`src/rtl/shift_lr_if.sv`:
```
// shift_lr_if
// Groups the operand, control and result signals of the 32-bit barrel
// shifter into one bundle.
//   X    : operand to be shifted (32 bits)
//   S    : unsigned shift amount, 0..31 (5 bits)
//   LEFT : 1 = shift left, 0 = shift right
//   LOG  : right-shift type, 1 = logical, 0 = arithmetic (ignored on left)
//   Z    : registered shift result (32 bits)
// The master modport drives the operation and reads Z.
// The slave modport is the shifter itself.
interface shift_lr_if;
   logic [31:0] X;
   logic [4:0]  S;
   logic        LEFT;
   logic        LOG;
   logic [31:0] Z;

   modport master (output X, output S, output LEFT, output LOG, input Z);
   modport slave  (input X, input S, input LEFT, input LOG, output Z);
endinterface

```
`src/rtl/shift_lr.sv`:
```
// shift_lr
// A 32-bit logarithmic barrel shifter with a one-cycle registered result.
// It performs a left shift, a logical right shift or an arithmetic right
// shift. A new operation is accepted on every rising clock edge.
//   clk : single clock, rising-edge active
//   rst : asynchronous, active-high reset; clears Z immediately
//   bus : shift_lr_if slave modport (X, S, LEFT, LOG in; Z out)
module shift_lr (
   input  logic       clk,
   input  logic       rst,
   shift_lr_if.slave  bus
);

   logic        fill;
   logic [31:0] stage_in;
   logic [31:0] stage1;
   logic [31:0] stage2;
   logic [31:0] stage4;
   logic [31:0] stage8;
   logic [31:0] stage16;
   logic [31:0] result;

   // Mirror the bit order so the right-shift stages can also perform a left shift.
   function automatic logic [31:0] bit_reverse(input logic [31:0] v);
      logic [31:0] r;
      r = '0;
      for (int i = 0; i < 32; i++) begin
         r[i] = v[31-i];
      end
      return r;
   endfunction

   // Only the right-shift stages exist. A left shift reverses the operand
   // going in and reverses the result coming out. The fill bit is the sign
   // bit only for an arithmetic right shift; every other mode shifts in zeros.
   always_comb begin
      fill     = !bus.LEFT && !bus.LOG && bus.X[31];
      stage_in = bus.LEFT ? bit_reverse(bus.X) : bus.X;
      stage1   = bus.S[0] ? {fill, stage_in[31:1]}          : stage_in;
      stage2   = bus.S[1] ? {{2{fill}}, stage1[31:2]}       : stage1;
      stage4   = bus.S[2] ? {{4{fill}}, stage2[31:4]}       : stage2;
      stage8   = bus.S[3] ? {{8{fill}}, stage4[31:8]}       : stage4;
      stage16  = bus.S[4] ? {{16{fill}}, stage8[31:16]}     : stage8;
      result   = bus.LEFT ? bit_reverse(stage16) : stage16;
   end

   // The result register is the block's only state. Reset clears it at once,
   // which also discards any operation that is still in flight.
   always_ff @(posedge clk or posedge rst) begin
      if (rst) begin
         bus.Z <= 32'h0000_0000;
      end else begin
         bus.Z <= result;
      end
   end

endmodule

```
`src/flat_wrapper.sv`:
```
// flat-port wrapper written by rule: the top's interface ports become plain ports
module shift_lr_flat 
  (clk, rst, bus_X, bus_S, bus_LEFT, bus_LOG, bus_Z);
  shift_lr_if bus_i ();
  input  logic clk;
  input  logic rst;
  input wire logic [$bits(bus_i.X)-1:0] bus_X;
  input wire logic [$bits(bus_i.S)-1:0] bus_S;
  input wire logic [$bits(bus_i.LEFT)-1:0] bus_LEFT;
  input wire logic [$bits(bus_i.LOG)-1:0] bus_LOG;
  output wire logic [$bits(bus_i.Z)-1:0] bus_Z;
  assign bus_i.X = bus_X;
  assign bus_i.S = bus_S;
  assign bus_i.LEFT = bus_LEFT;
  assign bus_i.LOG = bus_LOG;
  assign bus_Z = bus_i.Z;
  shift_lr u_core (.clk(clk), .rst(rst), .bus(bus_i));
endmodule
```
`config.mk`:
```
export PLATFORM = sky130hd
export DESIGN_NAME = shift_lr_flat
export DESIGN_NICKNAME = d
export VERILOG_FILES = /design/src/rtl/shift_lr_if.sv /design/src/rtl/shift_lr.sv /design/src/flat_wrapper.sv
export SDC_FILE = /design/constraint.sdc
export NUM_CORES = 1
export LEC_CHECK = 0
export CORE_AREA = 2 2 103 105
export DETAILED_ROUTE_END_ITERATION = 8
export DIE_AREA = 0 0 105 107
export PLACE_DENSITY = 0.65
export SLEW_MARGIN = 15
export SYNTH_ARGS = -nofsm -noshare
export SYNTH_HDL_FRONTEND = slang
export SYNTH_SLANG_ARGS = --single-unit
```
`constraint.sdc`:
```
create_clock -name clk -period 2.13 [get_ports clk]
set_input_delay 0.639 -clock clk [delete_from_list [all_inputs] [get_ports clk]]
set_output_delay 0.639 -clock clk [all_outputs]
set_load 0.03 [all_outputs]
```
# ---- After elaboration in Yosys (flattened, before gate mapping)
# Cells that the tools add are included.
dict set report op_classes {
  muxes 7
  n_reduce_logical 4
}
# op count
set op_table {}
lappend op_table {{$mux W32} 7}
lappend op_table {{$logic_and A1 B1 Y1} 2}
lappend op_table {{$logic_not A1 Y1} 2}
dict set report totals {
  regBits 32
  wordCells 12
}

# ---- Logic depth before layout (Yosys ltp)
# Gate-level depths: netlist of the first run.
dict set report depth {
  depth_word 9
  depth_mapped 10
  mapped_depth_nobuf 6
}

# ---- Least setup slack after synthesis of the first run
# No wires, ideal clock.
dict set report synth_path {
  path_kind {input-to-reg}
  startpoint {in bus_S[0]}
  endpoint {reg u_core.bus.Z[18]}
  path_stages 8
  arrival_ns 2.369
  path_buffers 3
  setup_slack_ns -0.363
  path_cell_list {buf_6 buf_4 buf_2 mux4_2 mux2_2 mux2i_1 a32oi_1 a211o_1}
}
dict set report synth_via {
  elab_chain_len 6
}
# element line_no
set synth_lines {}
lappend synth_lines {{from (decl)} flat_wrapper.sv:8} ;# input wire logic [$bits(bus_i.S)-1:0] bus_S;
lappend synth_lines {{$mux W32} shift_lr.sv:39} ;# stage1 = bus.S[0] ? {fill, stage_in[31:1]} : stage_in;
lappend synth_lines {{$mux W32} shift_lr.sv:40} ;# stage2 = bus.S[1] ? {{2{fill}}, stage1[31:2]} : stage1;
lappend synth_lines {{$mux W32} shift_lr.sv:41} ;# stage4 = bus.S[2] ? {{4{fill}}, stage2[31:4]} : stage2;
lappend synth_lines {{$mux W32} shift_lr.sv:42} ;# stage8 = bus.S[3] ? {{8{fill}}, stage4[31:8]} : stage4;
lappend synth_lines {{$mux W32} shift_lr.sv:43} ;# stage16 = bus.S[4] ? {{16{fill}}, stage8[31:16]} : stage8;
lappend synth_lines {{$mux W32} shift_lr.sv:44} ;# result = bus.LEFT ? bit_reverse(stage16) : stage16;
lappend synth_lines {{via u_core.result[18]} shift_lr.sv:21} ;# logic [31:0] result;
lappend synth_lines {{to (signal assigned)} shift_lr.sv:53} ;# bus.Z <= result;
lappend synth_lines {{to (decl)} shift_lr_if.sv:19} ;# modport slave (input X, input S, input LEFT, input LOG, output Z);
# The timed path passes the listed nets, and every way through them passes these cells.

# ---- Worst setup path after layout of the first run
dict set report layout_path {
  startpoint {in bus_X[26]}
  endpoint {reg u_core.bus.Z[29]}
}
dict set report layout_via {
  elab_chain_len 7
}
# element line_no
set layout_lines {}
lappend layout_lines {{from (decl)} flat_wrapper.sv:7} ;# input wire logic [$bits(bus_i.X)-1:0] bus_X;
lappend layout_lines {{$mux W32} shift_lr.sv:38} ;# stage_in = bus.LEFT ? bit_reverse(bus.X) : bus.X;
lappend layout_lines {{$mux W32} shift_lr.sv:39}
lappend layout_lines {{$mux W32} shift_lr.sv:40}
lappend layout_lines {{$mux W32} shift_lr.sv:41}
lappend layout_lines {{$mux W32} shift_lr.sv:42}
lappend layout_lines {{$mux W32} shift_lr.sv:43}
lappend layout_lines {{$mux W32} shift_lr.sv:44}
lappend layout_lines {{via u_core.result[29]} shift_lr.sv:21}
# The timed path passes the listed nets, and every way through them passes these cells.

==> run summary, run 1 <==
Status: finished with violations
Failing checks: setup timing
First-pass GRT wire length: 26.0 mm
Worst Setup Start Kind: input port
Sequential share of the synthesized area: 0.204
Layout cells sized above 1: 0.534
Buffers on Ports: 72
Maximum Capacitance Violations: 0
Slew of the pin with the lowest slew margin: 0.536 ns
Final ANT Viol Nets: 0
Register area: 801 sq um
Initial antenna violation count: 0
Top FF cell, synth: dfrtp_1
Sequential share of power: 0.223
TNS Setup: -6.53 ns
CTS Sinks: 32
Layout Utilization: 0.663
Synth top area cells: dfrtp_1 (20%), mux4_2 (14%), mux2i_1 (11%), mux2_2 (11%), nand2_1 (4.1%)
Number of global-route vias before repair: 4568
Internal power of the cells: 0.00193 W
Filler cells: 884
DRT Pass-1 Iters: 5
Net Sw Frac: 0.389
Clock buffer depth: 2
Slew HR: 0.632
Gpl congestion: 0.936
Cell area after synthesis: 3920 sq um
Max reg flops: 32
I/O pins: 73
# nets final: 667
Gate power share: 0.617
Die Footprint: 11200 sq um
Final hold vios: 0
Final Cycle Share: 1.13
Critical path required time: 2.30 ns
Post-synthesis mux area share: 0.388
Commonest cells in the netlist: nand2_1 (43), mux2i_1 (42), mux2_2 (37), nor2_1 (37), dfrtp_1 (32)
Syn_nets: 459
Final setup violating endpoints: 32
Hold Path Class: in -> async
Final WS setup: -0.274 ns
Compound-Gate Fraction of Synth Area: 0.227
Hold WS: 0.735 ns
Core ar.: 10100 sq um
Clock power frac: 0.160
Multi-input logic area: 3450 sq um
Largest register by flop count: u_core.bus.Z
Pwr/cell area: 473 nW/um^2
Synth Area in XOR/XNOR: 0.00223
Post-synth top area cell: dfrtp_1
Pleak: 2.90 nW
Area delta synth->final: 70.6%
Initial detailed-routing violation count: 202
EDFF count, synth: 0
Yosys top cell area share: 0.204
Synth Area in Adders: 0
Net Sw Power: 0.00123 W
Grt total ovfl: 0
Die width: 105 um
WL final: 17.2 mm
Fmax achieved: 416 MHz
Worst Path Arrival: 2.58 ns
Initial Util: 0.389
Placed Cells: 730
Largest family of logic cells by synthesized area: multiplexers
CTS tree: built
Gate Count Post-Synth: 418
Diode count: 0
Vias per inst: 5.90
Drt drc: 0
Post-Layout Cell Count: 762
Unique masters post-synth: 65
Synth warn: 0
Cell with the most instances after synthesis: nand2_1
Max FO, Critical Path: 5
Unrepaired setup endpoints after global routing: true
Total GRT Usage: 0.305
Crit. End Element: flip-flop
Per-cell routed wire length: 22.6 um
Pin count of the biggest net entering global routing: 37
Hold-fix buffers at CTS: 0
Critical path class: in -> reg
Biggest regs: u_core.bus.Z (32)
Tmin final: 2.40 ns
H-tree levels: 2
Async S/R FF share, synth: 1.00
HPWL after DPL: 13.4 mm
Row count: 37
Total CTS buffers: 5
Synth Register Bits: 32
Root Driver: clkbuf_8
Reg clk slew, reported paths: 0.06 ns
Mapped Avg Cell Area: 9.38 sq um
VDD IR max: 0.309 mV
Die Y: 107 um
Simple-gate area share of the yosys netlist: 0.128
Routed vias: 4497
Slew Viols, Final: 0
-- per-stage QoR --
step                total power (W)  worst slack (ns)  instance area, sq um
global placement            0.00232            -0.937                  5760
finish                      0.00317            -0.274                  6690
detailed placement          0.00233            -0.987                  5760
floorplan                   0.00158            -0.320                  4010
global route                0.00328            -0.319                  6690
CTS                         0.00306            -0.298                  6500
-- critical path, cell delays in order --
cell and delay, ns:
clkdlybuf4s15_1 0.25, mux2_2 0.30, mux4_2 0.52, a22o_1 0.29, a21oi_4 0.16, o221ai_2 0.13, mux2_4 0.28
-- kinds of logic (layout without fill, tap and decap cells) --
group	count (synthesis)	count (layout)
buf+inv	41	249
compound gates	121	121
flops	32	32
mux	110	110
xor+xnor	1	1
simple gates	113	113
-- what timing repair did --
action | 4_1_cts | 5_1_grt
cloned | 3 | 0
setup buffers | 14 | 9
setup endpoints to repair | 32 | 32
pin swaps | 40 | 18
gates resized for setup | 174 | 45
-- area by class of cell --
| class | instances | area share |
|---|---|---|
| clock buffer | 7 | 0.0144 |
| multi-input combinational | 345 | 0.516 |
| inverter | 6 | 0.00486 |
| tap | 136 | 0.0254 |
| sequential | 32 | 0.120 |
| timing repair buffer | 236 | 0.319 |
-- layer usage --
metal  wire (um)  GRT usage  vias up  part of all wire
li1            -          -     2068                 -
met1        6600      0.347     2196              0.38
met2        8990      0.571      184              0.52
met3         778     0.0347       49             0.045
met4         837      0.141        0             0.049
met5           0          0        -                 0
-- power by group through the flow --
stage | clock (W) | combinational [W] | sequential [W]
after floorplan | 0 | 0.000694 | 0.000885
after global placement | 0 | 0.00160 | 0.000717
after detailed placement | 0 | 0.00161 | 0.000720
after CTS | 0.000515 | 0.00184 | 0.000708
after global routing | 0.000533 | 0.00204 | 0.000714
final | 0.000508 | 0.00195 | 0.000706
-- cell usage in the layout, fill, tap and decap left out, types with 7 or more instances in the layout --
cell type / n
clkbuf_8: 7
buf_6: 22
o22ai_1: 7
a22oi_1: 8
dfrtp_1: 32
nand2_1: 39
mux2_4: 22
o221ai_2: 7
clkdlybuf4s15_2: 7
mux2i_1: 30
buf_4: 133
mux2i_4: 9
mux2_2: 18
clkdlybuf4s50_1: 35
nor2_1: 34
mux4_2: 26
a21oi_1: 8
dlygate4sd2_1: 14
-- final timing paths --
path / cells past startpoint / end / slack (ns) / start
setup / recovery: 7 / u_core.bus.Z[29] / -0.27 / bus_X[26]
min in group clk: 5 / u_core.bus.Z[15] / 1.05 / bus_S[1]
max in group asynchronous: 3 / u_core.bus.Z[30] / 1.11 / rst
hold / removal: 3 / u_core.bus.Z[3] / 0.73 / rst
(Power assumes the default switching activity.)
==> run 2, diff against run 1 <==
- clock period: 2.13 -> 2.25 ns (I/O delays scaled with it)
==> run 2 against run 1 <==
Effect of this change: the flow still finishes with violations (setup timing); global-route usage decreased by 0.051 points; setup slack improved by 0.068 ns; total power decreased by 6.6%; critical path depth increased by 4; sequential power decreased by 5.2%; first-iteration DRC count increased by 39%; via count increased by 4.4%; cell area increased by 0.52%; non-clock buffer count decreased by 5; sequential share of layout area decreased by 0.062 points; hold slack improved by 0.040 ns; count of clock-buffer cells in the layout unchanged; critical endpoint is now u_core.bus.Z[31]; highest routed layer unchanged.
==> run summary, run 2 (synthesized netlist as in run 1, its figures left out) <==
Unrepaired setup endpoints after global routing: true
Final setup violating endpoints: 32
Core ar.: 10100 sq um
Hold Path Class: in -> async
Diode count: 0
CTS Sinks: 32
Post-Layout Cell Count: 758
Final hold vios: 0
CTS tree: built
Crit. End Element: flip-flop
Commonest non-fill, non-tap cell in the layout: buf_4
Initial antenna violation count: 0
Per-cell routed wire length: 22.6 um
Pwr/cell area: 440 nW/um^2
Row count: 37
Final instance area: 6730 sq um
Slew Viols, Final: 0
Grt total ovfl: 0
Worst Setup Start Kind: input port
Most frequent cells in the layout: buf_4 (129), nand2_1 (42), clkdlybuf4s50_1 (35), mux2i_1 (34)
Clock buffer depth: 2
Initial Util: 0.389
Layout Utilization: 0.666
Routed vias: 4693
First-pass GRT wire length: 26.6 mm
Worst Path Arrival: 2.62 ns
Critical path required time: 2.41 ns
I/O pins: 73
Die Footprint: 11200 sq um
Max FO, Critical Path: 8
Gpl congestion: 1.01
Hold WS: 0.775 ns
WL final: 17.1 mm
DRT Pass-1 Iters: 5
HPWL after DPL: 12.6 mm
Pleak: 2.91 nW
Drt drc: 0
Cell Area, Placed: 5680 sq um
Biggest regs: u_core.bus.Z (32)
Largest register by flop count: u_core.bus.Z
Final Cycle Share: 1.09
Total GRT Usage: 0.305
Slew HR: 0.541
Total CTS buffers: 5
Buffers on Ports: 72
Die width: 105 um
Final ANT Viol Nets: 0
Pwr Total: 0.00296 W
Reg clk slew, reported paths: 0.07 ns
Hold-fix buffers at CTS: 0
Area delta synth->final: 71.5%
Vias per inst: 6.19
Fmax achieved: 407 MHz
Failing checks: setup timing
Maximum Capacitance Violations: 0
Placed Cells: 713
Max reg flops: 32
# nets final: 663
Status: finished with violations
Root Driver: clkbuf_8
Tmin final: 2.46 ns
Number of global-route vias before repair: 4869
Initial detailed-routing violation count: 280
VDD IR max: 0.273 mV
Critical path class: in -> reg
Pin count of the biggest net entering global routing: 37
Final WS setup: -0.205 ns
Slew of the pin with the lowest slew margin: 0.686 ns
Layout cells sized above 1: 0.511
H-tree levels: 2
Die Y: 107 um
-- run 2: cell count changes in the layout (fill, tap and decap cells not counted), sizes merged --
cell           change
inv                +1
bufbuf             +3
clkdlybuf4s15      +4
dlygate4sd2        +2
buf               -12
dlymetal6s2s       -2
-- run 2: path summary, 6_finish.rpt --
kind,from,endpoint,slack [ns],cells after the start
max in group asynchronous,rst,u_core.bus.Z[10],1.17,3
worst max-delay path,bus_LEFT,u_core.bus.Z[31],-0.21,11
min in group clk,bus_LEFT,u_core.bus.Z[15],1.22,7
worst min-delay path,rst,u_core.bus.Z[26],0.77,3
-- run 2: layer usage --
| layer | track usage | part of all wire | up-vias |
|---|---|---|---|
| li1 | - | - | 2062 |
| met1 | 0.353 | 0.38 | 2269 |
| met2 | 0.526 | 0.49 | 284 |
| met3 | 0.0456 | 0.067 | 78 |
| met4 | 0.199 | 0.067 | 0 |
| met5 | 0 | 0 | - |
-- run 2: timing repair --
item                                    in CTS  in global routing
endpoints found under the hold margin        0                  0
pin swaps                                   33                 23
endpoints found under the setup margin      32                 32
gates cloned                                 6                  1
resized for setup                          161                 34
buffers inserted                            28                  4
-- run 2: cell type report --
cell class	instances	area (sq um)
multi-input cells	345	3390
fillers	832	3370
repair buffers	231	2220
flip-flops and latches	32	801
well taps	136	170
clock buffers	7	96.3
inverters	6	35.0
repair inverters	1	11.3
-- run 2: stage by stage --
stage / worst slack (ns) / TNS [ns]
final: -0.205 / -4.11
after detailed placement: -0.842 / -22.08
after global placement: -0.833 / -21.58
after global routing: -0.243 / -5.24
after CTS: -0.219 / -3.04
after floorplan: -0.236 / -4.45
-- run 2: power by group --
part	internal (W)	switching, W	total, W
sequential	0.000650	0.0000199	0.000669
clock	0.000272	0.000199	0.000471
combinational	0.000896	0.000921	0.00182
-- run 2: critical path, stage by stage --
cell and delay (ns):
buf_12 0.12, buf_16 0.15, buf_12 0.14, buf_12 0.12, inv_8 0.05, buf_4 0.12, mux4_2 0.53, a32oi_1 0.32
o21ai_2 0.13, nor2_2 0.16, mux2i_1 0.09
